$ cat config.mk
export PLATFORM = sky130hd
export DESIGN_NAME = conv_encoder_stream
export DESIGN_NICKNAME = d
export VERILOG_FILES = /design/src/rtl/conv_encoder_stream.sv
export SDC_FILE = /design/constraint.sdc
export NUM_CORES = 1
export LEC_CHECK = 0
export ABC_AREA = 1
export CAP_MARGIN = 20
export CORE_MARGIN = 4
export CORE_UTILIZATION = 40
export DETAILED_ROUTE_END_ITERATION = 8
export GPL_ROUTABILITY_DRIVEN = 0
export GPL_TIMING_DRIVEN = 0
export SLEW_MARGIN = 20
export SYNTH_ARGS = -nofsm -noshare
export SYNTH_HDL_FRONTEND = slang
export SYNTH_SLANG_ARGS = --single-unit
$ cat constraint.sdc
create_clock -name clk -period 3 [get_ports clk]
set_input_delay 0.6 -clock clk [delete_from_list [all_inputs] [get_ports clk]]
set_output_delay 0.6 -clock clk [all_outputs]
set_load 0.02 [all_outputs]
$ cat src/rtl/conv_encoder_stream.sv
// rtl/conv_encoder_stream.sv - handshaked convolutional encoder and radix-4 branch-table generator
//
// Encode mode (i_mode_sel=1): consumes i_frame_len bits on i_bit/i_bit_valid/o_bit_ready
// and emits one rate-1/2 or rate-1/3 symbol per bit on o_data/o_valid/i_ready.
// Table mode (i_mode_sel=0): walks every (state, 2-bit pair) transition and emits
// {pair, state, second, first} on o_mux for the Viterbi branch-metric unit.
// Configuration, latched on i_start: i_code_rate, i_constr_len (K=3/5/7/9),
// i_gen_poly (poly i at [i*MAX_K +: MAX_K]), i_frame_len.
// Status: o_busy while not idle, o_done one-cycle completion pulse.
// Optional feature macro: CE_TAIL_EN appends K-1 zero tail bits in encode mode.
module conv_encoder_stream #(
    parameter int MAX_K    = 9,
    parameter int MAX_RATE = 3,
    parameter int FRAME_W  = 16
) (
    input  logic                                 clk,
    input  logic                                 rst,
    input  logic                                 i_start,
    input  logic                                 i_mode_sel,
    input  logic                                 i_code_rate,
    input  logic [1:0]                           i_constr_len,
    input  logic [MAX_RATE*MAX_K-1:0]            i_gen_poly,
    input  logic [FRAME_W-1:0]                   i_frame_len,
    input  logic                                 i_bit,
    input  logic                                 i_bit_valid,
    output logic                                 o_bit_ready,
    output logic [MAX_RATE-1:0]                  o_data,
    output logic [2+(MAX_K-1)+2*MAX_RATE-1:0]    o_mux,
    output logic                                 o_valid,
    input  logic                                 i_ready,
    output logic                                 o_busy,
    output logic                                 o_done
);
    localparam int SW = MAX_K - 1;

    typedef enum logic [2:0] {IDLE, ENC, TAIL, TBL, DONE} fsm_t;

    fsm_t                      fsm;
    logic                      rate_r;
    logic [1:0]                cl_r;
    logic [MAX_RATE*MAX_K-1:0] poly_r;
    logic [FRAME_W-1:0]        flen_r;
    logic [SW-1:0]             shreg;
    // idx counts info bits in ENC, tail bits in TAIL and {state, pair} in TBL
    logic [FRAME_W-1:0]        idx;
    // fin: the last item of the current phase is already in the output register,
    // only its downstream handshake is outstanding
    logic                      fin;

    logic [MAX_K-1:0]          k_mask;
    logic [FRAME_W-1:0]        tbl_last;

    always_comb begin
        k_mask = '0;
        for (int k = 0; k < MAX_K; k++) begin
            if (k < 3 + 2 * int'(cl_r)) k_mask[k] = 1'b1;
        end
        // 4 * 2^(K-1) entries = 2^(K+1)
        tbl_last = FRAME_W'((1 << (4 + 2 * int'(cl_r))) - 1);
    end

    function automatic logic [MAX_RATE-1:0] enc(input logic [MAX_K-1:0] v);
        logic [MAX_RATE-1:0] r;
        for (int i = 0; i < MAX_RATE; i++) begin
            r[i] = ^(poly_r[i*MAX_K +: MAX_K] & v & k_mask);
        end
        if (!rate_r) begin
            for (int i = 2; i < MAX_RATE; i++) r[i] = 1'b0;
        end
        return r;
    endfunction

    logic                load;
    logic                out_hs;
    logic                bit_hs;
    logic [1:0]          tbl_pair;
    logic [SW-1:0]       tbl_st;
    logic [MAX_RATE-1:0] enc_sym;
    logic [MAX_RATE-1:0] tbl_first;
    logic [MAX_RATE-1:0] tbl_second;

    assign load        = !o_valid || i_ready;
    assign out_hs      = o_valid && i_ready;
    assign o_bit_ready = (fsm == ENC) && !fin && load;
    assign bit_hs      = o_bit_ready && i_bit_valid;

    assign tbl_pair    = idx[1:0];
    assign tbl_st      = idx[SW+1:2];
    assign enc_sym     = enc({shreg, i_bit});
    assign tbl_first   = enc({tbl_st, tbl_pair[0]});
    // second symbol starts from the state reached after pair[0]
    assign tbl_second  = enc({tbl_st[SW-2:0], tbl_pair[0], tbl_pair[1]});

`ifdef CE_TAIL_EN
    logic [MAX_RATE-1:0] tail_sym;
    logic [FRAME_W-1:0]  tail_last;
    assign tail_sym  = enc({shreg, 1'b0});
    assign tail_last = FRAME_W'(1 + 2 * int'(cl_r));
`endif

    always_ff @(posedge clk or posedge rst) begin
        if (rst) begin
            fsm     <= IDLE;
            rate_r  <= 1'b0;
            cl_r    <= 2'b00;
            poly_r  <= '0;
            flen_r  <= '0;
            shreg   <= '0;
            idx     <= '0;
            fin     <= 1'b0;
            o_data  <= '0;
            o_mux   <= '0;
            o_valid <= 1'b0;
            o_busy  <= 1'b0;
            o_done  <= 1'b0;
        end else begin
            o_done <= 1'b0;
            if (out_hs) o_valid <= 1'b0;

            case (fsm)
                IDLE: begin
                    if (i_start) begin
                        rate_r <= i_code_rate;
                        cl_r   <= i_constr_len;
                        poly_r <= i_gen_poly;
                        flen_r <= i_frame_len;
                        shreg  <= '0;
                        idx    <= '0;
                        fin    <= 1'b0;
                        o_busy <= 1'b1;
                        if (!i_mode_sel) begin
                            fsm <= TBL;
                        end else if (i_frame_len == '0) begin
`ifdef CE_TAIL_EN
                            fsm    <= TAIL;
`else
                            fsm    <= DONE;
                            o_done <= 1'b1;
`endif
                        end else begin
                            fsm <= ENC;
                        end
                    end
                end

                ENC: begin
                    if (bit_hs) begin
                        o_data  <= enc_sym;
                        o_mux   <= '0;
                        o_valid <= 1'b1;
                        shreg   <= {shreg[SW-2:0], i_bit} & k_mask[MAX_K-1:1];
                        if (idx == flen_r - FRAME_W'(1)) begin
                            idx <= '0;
`ifdef CE_TAIL_EN
                            fsm <= TAIL;
`else
                            fin <= 1'b1;
`endif
                        end else begin
                            idx <= idx + FRAME_W'(1);
                        end
                    end else if (fin && out_hs) begin
                        fsm    <= DONE;
                        o_done <= 1'b1;
                    end
                end

`ifdef CE_TAIL_EN
                TAIL: begin
                    if (!fin && load) begin
                        o_data  <= tail_sym;
                        o_mux   <= '0;
                        o_valid <= 1'b1;
                        shreg   <= {shreg[SW-2:0], 1'b0} & k_mask[MAX_K-1:1];
                        if (idx == tail_last) fin <= 1'b1;
                        else                  idx <= idx + FRAME_W'(1);
                    end else if (fin && out_hs) begin
                        fsm    <= DONE;
                        o_done <= 1'b1;
                    end
                end
`endif

                TBL: begin
                    if (!fin && load) begin
                        o_mux   <= {tbl_pair, tbl_st, tbl_second, tbl_first};
                        o_data  <= '0;
                        o_valid <= 1'b1;
                        if (idx == tbl_last) fin <= 1'b1;
                        else                 idx <= idx + FRAME_W'(1);
                    end else if (fin && out_hs) begin
                        fsm    <= DONE;
                        o_done <= 1'b1;
                    end
                end

                DONE: begin
                    fsm    <= IDLE;
                    o_busy <= 1'b0;
                end

                default: begin
                    fsm    <= IDLE;
                    o_busy <= 1'b0;
                end
            endcase
        end
    end

endmodule

# Word-level counts from Yosys, hierarchy flattened
# Cells that the tools add are included.
# word_totals
reg_bits	96
output_inout_bits	23
elab_cells	144
# op_classes
n_addsub	5
n_lt_le_gt_ge	9
eq_ne	12
shift	1
n_mux	53
bitwise	20
n_reduce_logical	31
# ops
cell	count
9-bit AND	18
4-bit by 32-bit < comparator with 1-bit output, first input constant	4
16-bit 2-to-1 mux	7
9-bit parity	9
3-bit by 32-bit < comparator with 1-bit output, first input constant	2
16-bit one-hot mux with 3 select lines	1
16-bit == test	2
1-bit by 32-bit < comparator with 1-bit output, first input constant	1
2-bit by 32-bit < comparator with 1-bit output, first input constant	1
16-bit one-hot mux with 2 select lines	1
1-bit 2-to-1 mux	27
3-bit 2-to-1 mux	8
16-bit by 1-bit adder with 16-bit output, second input constant	1
16-bit logical NOT	1
8-bit 2-to-1 mux	2
8-bit one-hot mux with 2 select lines	1
1-bit by 4-bit << shifter with 16-bit output, first input constant	1
16-bit by 1-bit subtractor with 16-bit output, second input constant	1
16-bit by 2-bit subtractor with 16-bit output, second input constant	1
2-bit inequality test, second input constant	7
3-bit one-hot mux with 3 select lines	1
3-bit AND reduction	3
8-bit AND	1
1-bit logical AND	6
other kinds (19)	24

# Longest topological paths before layout
# Gate-level depths: netlist (run 1).
# logic_depth
word_depth	8
mapped_depth	17
depth_no_buf	16

# Least setup slack after synthesis (run 1)
# OpenSTA, ideal clock, no wires.
# synth_timing
path_kind	input to register
start	in i_ready
end	reg shreg[3]
arrival_time_ps	1917
required_ps	2923
setup_slack_ps	1005
path_stages	9
n_path_buf	1
path_cell_list	inv_1 -> nand2_1 -> nand2_1 -> nor2_1 -> nand2_1 -> nand2_1 -> clkbuf_1 -> nor2_1 -> a21oi_1
# synth_via
elab_chain_len	5
# synth_rtl
element	line_no	text
start: declaration	30	input logic i_ready,
1-bit logical OR	82	assign load = !o_valid || i_ready;
1-bit logical AND	84	assign o_bit_ready = (fsm == ENC) && !fin && load;
net o_bit_ready	26	output logic o_bit_ready,
1-bit logical AND	85	assign bit_hs = o_bit_ready && i_bit_valid;
2-bit inequality test (no source line)	-	
3-bit AND reduction (no source line)	-	
end signal: assignment	151	shreg <= {shreg[SW-2:0], i_bit} & k_mask[MAX_K-1:1];
end: declaration	43	logic [SW-1:0] shreg;
# The timed path passes the listed nets, and every way through them passes these cells.
# A chain may end at the register's enable or synchronous reset.

# Final worst setup path (run 1)
# layout_timing
start	in i_ready
end	out o_bit_ready
# layout_via
elab_chain_len	2
# layout_rtl
element	line_no
1-bit logical OR	82
1-bit logical AND	84
end: declaration	26
# Every way passes these cells.

==> results of run 1 <==
==> worst max-delay path: stages <==
cell,delay [ns]
clkdlybuf4s50_1,0.45
inv_1,0.04
nand2_1,0.08
nand2_1,0.10
nor2_1,0.16
clkdlybuf4s50_1,0.64
==> stage by stage <==
step	hold WS, ns	total power [mW]	utilization [%]	cells	cell area, sq um
after floorplan	0.4618	4.510	-	817	6097
after global placement	0.4638	5.455	48.15	1076	7078
after detailed placement	0.4680	5.514	48.61	1079	7146
after CTS	0.4863	6.754	50.71	1095	7455
after global routing	0.5043	7.301	50.71	1095	7455
final	0.4813	6.708	50.71	1095	7455
==> path summary, 6_finish.rpt <==
check                      slack (ns)     endpoint  depth (start not counted)       from
setup / recovery                 0.31  o_bit_ready                          6    i_ready
hold / removal                   0.48    o_data[2]                          2  o_data[2]
setup reg to reg                 0.65       idx[7]                         13  flen_r[0]
hold reg to reg                  0.48    o_data[2]                          2  o_data[2]
max in group asynchronous        1.67    poly_r[0]                          4        rst
min in group asynchronous        0.64    o_mux[12]                          2        rst
==> cell families after synthesis <==
family / Yosys count / synth area share, %
and+or+nand+nor: 403 / 28.25
DFF: 96 / 39.45
adders and majority gates: 3 / 0.6165
AOI/OAI and AO/OA: 66 / 5.650
xor gates and xnor gates: 91 / 13.09
buffers and inverters: 134 / 8.814
muxes: 22 / 4.068
other: 1 / 0.06158
==> layer usage <==
| layer | GRT usage (%) | up-vias | wire length, microns |
|---|---|---|---|
| li1 | - | 2720 | - |
| met1 | 28.69 | 2398 | 8155 |
| met2 | 28.54 | 114 | 6791 |
| met3 | 2.752 | 13 | 864 |
| met4 | 6.009 | 0 | 234 |
| met5 | 0 | - | 0 |
==> registers in the layout, indices dropped and copies added (netlist names) <==
signal	count
o_data	3
o_busy	1
o_valid	1
flen_r	16
poly_r	27
o_mux	16
idx	16
fsm	3
shreg	8
fin	1
o_done	1
cl_r	2
rate_r	1
==> power groups by stage <==
stage          clock (mW)  sequential (mW)  combinational [mW]
6_report             1.21             2.20                3.31
5_1_grt              1.29             2.27                3.74
4_1_cts              1.24             2.20                3.32
3_5_place_dp            0             2.22                3.30
3_3_place_gp            0             2.21                3.25
2_1_floorplan           0             2.18                2.33
==> synth_stat cells (2+ instances only) <==
library cell  count
ha_1              3
nand4_1           9
a21oi_1          32
a22o_1            2
xnor2_1          36
inv_2             2
nor2_2            2
nand3_2           2
nand3b_1          3
nor3_2            3
nand2_2           5
dfrtp_1          96
nor2_4            2
nand3_1          59
buf_2             4
buf_4             3
clkbuf_2          2
nand2_1         215
xor2_1           55
o21ai_1           6
o22ai_1           2
mux2_2           22
o21ai_0          22
buf_6             2
clkbuf_1         12
inv_1           108
nor3_1           12
nor2_1           87
==> final cells by class <==
cell class / count / area share [%]
plain buffers: 23 / 1.611
clock buffers: 12 / 3.441
clock inverters: 4 / 0.7049
inverters: 111 / 5.639
multi-input cells: 587 / 42.31
flip-flops and latches: 96 / 32.23
well taps: 184 / 3.088
repair buffers: 78 / 10.98
==> results_dict.tcl, run 1 <==
set metrics [dict create \
    async_flop_share_pct 100.0 \
    combPwrFrac_pct 49.3 \
    initialDrtViolationCount 325 \
    rsz0062_at_grt "no" \
    place_hpwl_microns 12620 \
    finalSetupViolations 0 \
    status "completed" \
    layout_commonest_cell "nand2_1" \
    synthToLayoutAreaGrowth_pct 22.42 \
    drv_slew 0 \
    cts_sinks 96 \
    htreeDepth 3 \
    setup_tns_ns 0 \
    drive_gt1_share_pct 7.684 \
    finalWorstSetupSlack_ns 0.3150 \
    yosysTopAreaCell "dfrtp_1" \
    seq_area_sq_um 2402 \
    overflow 0 \
    vias_per_cell 4.790 \
    synth_top_cells_by_area "dfrtp_1 (39%), nand2_1 (13%), xor2_1 (7.9%), inv_1 (6.7%), nor2_1 (5.4%)" \
    synth_edf_count 0 \
    critPathCaptureType "output port" \
    ys_warn_count 0 \
    p_leak_nw 3.588 \
    fill_cells 1474 \
    die_w_microns 131.4 \
    num_antenna_cells 0 \
    wirelength_microns 16050 \
    clk_pin_slew_ns 0.07 \
    fp.coreArea_sq_um 14700 \
    pwr-share-seq_pct 32.8 \
    first_pass_iters 5 \
    post_cts_resized 0 \
    synth-seq-cells 96 \
    cts_tree "done" \
    post-place-ws_ns 0.2634 \
    swShare_pct 44.19 \
    worst-setup-path-type "in2out" \
    grt_util_all_layers_pct 19.12 \
    p_switching_mw 2.965 \
    wl_per_cell_microns 14.65 \
    floorplan.die_area_sq_um 17260 \
    drc 0 \
    rows 44 \
    post-route-min-period_ns 2.685 \
    grt_pass1_wl_microns 26530 \
    grt_max_degree 31 \
    cp.arrival_ns 2.09 \
    hold_class "reg2reg" \
    powerDensity_nw_per_um2 899.9 \
    grt_pass1_vias 5050 \
    syn_area_per_cell_sq_um 7.463 \
    ioPinCount 76 \
    fin_nets 962 \
    layout_common_cells "nand2_1 (215), inv_1 (107), dfrtp_1 (96)" \
    io_buffers 75 \
    via_count 5245 \
    antenna_found_initial 0 \
    syn_inst 816 \
    max_freq_mhz 372.4 \
    ys.flop_type "dfrtp_1" \
    ys_seq_area_share_pct 39.45 \
    die_y_microns 131.4 \
    fin_skew_ns 0.007507 \
    power_frac_clock_pct 18.0 \
    root_buffer "clkbuf_16" \
    cap_violations 0 \
    ant_nets 0 \
    p_int_mw 3.744 \
    worst_slew_pin_slew_ns 0.8087 \
    ctsHoldBuffers 0 \
    cp.required_ns 2.40 \
    insertion_delay_ns 0.35 \
    fin_crit_sh_pct 89.50 \
    synth_area_sq_um 6090 \
    start_util_pct 41.43 \
    relSlewSlack_pct 46.09 \
    peakVddDrop_mv 0.4677 \
    crit_path_start_kind "primary input" \
    synth_cell_types 36 \
    synth.top_cell.area_share_pct 39.45 \
    multiInputGateArea_sq_um 3154 \
    clk_path_buf_depth 2 \
    critPathMaxFanout 3 \
    cts_setup_buffers 0 \
    cts_made_buffers 9 \
    hold_viol_final 0 \
]
Note: power is estimated with default switching activity, not from simulation.
==> inputs of run 2 (changes only) <==
--- a/config.mk
+++ b/config.mk
@@ -10,8 +10,8 @@
 export CORE_MARGIN = 4
 export CORE_UTILIZATION = 40
 export DETAILED_ROUTE_END_ITERATION = 8
-export GPL_ROUTABILITY_DRIVEN = 0
 export GPL_TIMING_DRIVEN = 0
+export HOLD_SLACK_MARGIN = 0.06
 export SLEW_MARGIN = 20
 export SYNTH_ARGS = -nofsm -noshare
 export SYNTH_HDL_FRONTEND = slang
==> results of run 2 <==
Final layout, timing and power as in run 1 (identical DEF).
==> inputs of run 3 (changes only) <==
--- a/config.mk
+++ b/config.mk
@@ -6,12 +6,13 @@
 export NUM_CORES = 1
 export LEC_CHECK = 0
 export ABC_AREA = 1
-export CAP_MARGIN = 20
+export CAP_MARGIN = 25
 export CORE_MARGIN = 4
 export CORE_UTILIZATION = 40
 export DETAILED_ROUTE_END_ITERATION = 8
 export GPL_TIMING_DRIVEN = 0
 export HOLD_SLACK_MARGIN = 0.06
+export MAX_ROUTING_LAYER = met4
 export SLEW_MARGIN = 20
 export SYNTH_ARGS = -nofsm -noshare
 export SYNTH_HDL_FRONTEND = slang
==> run 3 against run 2 <==
Compared with the run above:
- flip-flop and latch count unchanged
- sequential share of layout area unchanged
- worst hold slack hardly changed
- via count hardly changed
- largest cell class unchanged
- highest routed layer unchanged
==> results_dict.tcl, run 3 (synthesis results as in run 1) <==
set metrics [dict create \
    wirelength_microns 16050 \
    first_pass_iters 5 \
    num_antenna_cells 0 \
    fin_skew_ns 0.007449 \
    start_util_pct 41.43 \
    rows 44 \
    ctsHoldBuffers 0 \
    initialDrtViolationCount 340 \
    vias_per_cell 4.792 \
    postLayoutCoreUtil_pct 50.71 \
    root_buffer "clkbuf_16" \
    io_buffers 75 \
    layout_common_cells "nand2_1 (215), inv_1 (107), dfrtp_1 (96)" \
    drive_gt1_share_pct 7.684 \
    layout_commonest_cell "nand2_1" \
    die_y_microns 131.4 \
    post-place-ws_ns 0.2634 \
    place_hpwl_microns 12620 \
    cts_made_buffers 9 \
    worst_slew_pin_slew_ns 0.8201 \
    synthToLayoutAreaGrowth_pct 22.42 \
    cts_tree "done" \
    insertion_delay_ns 0.35 \
    cts_setup_buffers 0 \
    die_w_microns 131.4 \
    status "completed" \
    powerDensity_nw_per_um2 901.0 \
    top_register "poly_r" \
    critPathCaptureType "output port" \
    antenna_found_initial 0 \
    post_cts_resized 0 \
    peakVddDrop_mv 0.4722 \
    cts_sinks 96 \
    max_freq_mhz 370.5 \
    drc 0 \
    setup_tns_ns 0 \
    final_area_sq_um 7455 \
    worst-setup-path-type "in2out" \
    place_congestion 0.8942 \
    wl_per_cell_microns 14.66 \
    crit_path_start_kind "primary input" \
    finalWorstSetupSlack_ns 0.3011 \
    post_dp_cell_area_sq_um 7146 \
    htreeDepth 3 \
    drv_slew 0 \
    cap_violations 0 \
    ant_nets 0 \
    grt_pass1_vias 5061 \
    rsz0062_at_grt "no" \
    cp.required_ns 2.40 \
    fin_nets 962 \
    cp.arrival_ns 2.10 \
    via_count 5247 \
    fill_cells 1474 \
    finalSetupViolations 0 \
    floorplan.die_area_sq_um 17260 \
    grt_util_all_layers_pct 19.68 \
    dpl.cell_count 1079 \
    hold_class "reg2reg" \
    clk_pin_slew_ns 0.07 \
    relSlewSlack_pct 45.33 \
    ff2ff_setup_slack_ns 0.65 \
    layout.cells.non_filler 1095 \
    critPathMaxFanout 3 \
    overflow 0 \
    p_leak_nw 3.588 \
    hold_viol_final 0 \
    fin_crit_sh_pct 89.96 \
    largest_reg_flops 27 \
    clk_path_buf_depth 2 \
    post-route-min-period_ns 2.699 \
    grt_max_degree 31 \
    ioPinCount 76 \
    grt_pass1_wl_microns 26480 \
    fp.coreArea_sq_um 14700 \
]
==> run 3: layer usage <==
metal / GRT usage [%] / routed length, microns / vias to the layer above
li1: - / - / 2721
met1: 28.66 / 8333 / 2402
met2: 28.54 / 6782 / 110
met4: 6.009 / 231 / 0
met3: 2.676 / 703 / 14
met5: - / 0 / -
==> run 3: final cells by class <==
cell class / instances / area [sq um] / share of cell area (%)
timing repair buffer: 78 / 818.3 / 10.98
multi-input combinational: 587 / 3154 / 42.31
buffer: 23 / 120.1 / 1.611
inverter: 111 / 420.4 / 5.639
clock inverter: 4 / 52.55 / 0.7049
clock buffer: 12 / 256.5 / 3.441
sequential: 96 / 2402 / 32.23
tap: 184 / 230.2 / 3.088
==> run 3: worst max-delay path: stages <==
cell,delay [ns]
clkdlybuf4s50_1,0.45
inv_1,0.04
nand2_1,0.08
nand2_1,0.10
nor2_1,0.16
clkdlybuf4s50_1,0.65
==> run 3: final timing paths <==
check,start,to,depth (start not counted)
setup / recovery,i_ready,o_bit_ready,6
hold / removal,o_data[2],o_data[2],2
setup reg to reg,flen_r[0],idx[7],13
hold reg to reg,o_data[2],o_data[2],2
max in group asynchronous,rst,poly_r[0],4
min in group asynchronous,rst,o_mux[12],2
==> run 3: power by group <==
part / switching, mW / internal [mW]
Clock: 0.514 / 0.693
Combinational: 2.03 / 1.28
Sequential: 0.430 / 1.77
Total: 2.97 / 3.74
==> run 3: per-stage QoR <==
stage / power, mW / hold slack [ns]
global route: 7.300 / 0.5043
global placement: 5.455 / 0.4638
detailed placement: 5.514 / 0.4680
finish: 6.717 / 0.4812
floorplan: 4.510 / 0.4618
CTS: 6.754 / 0.4863
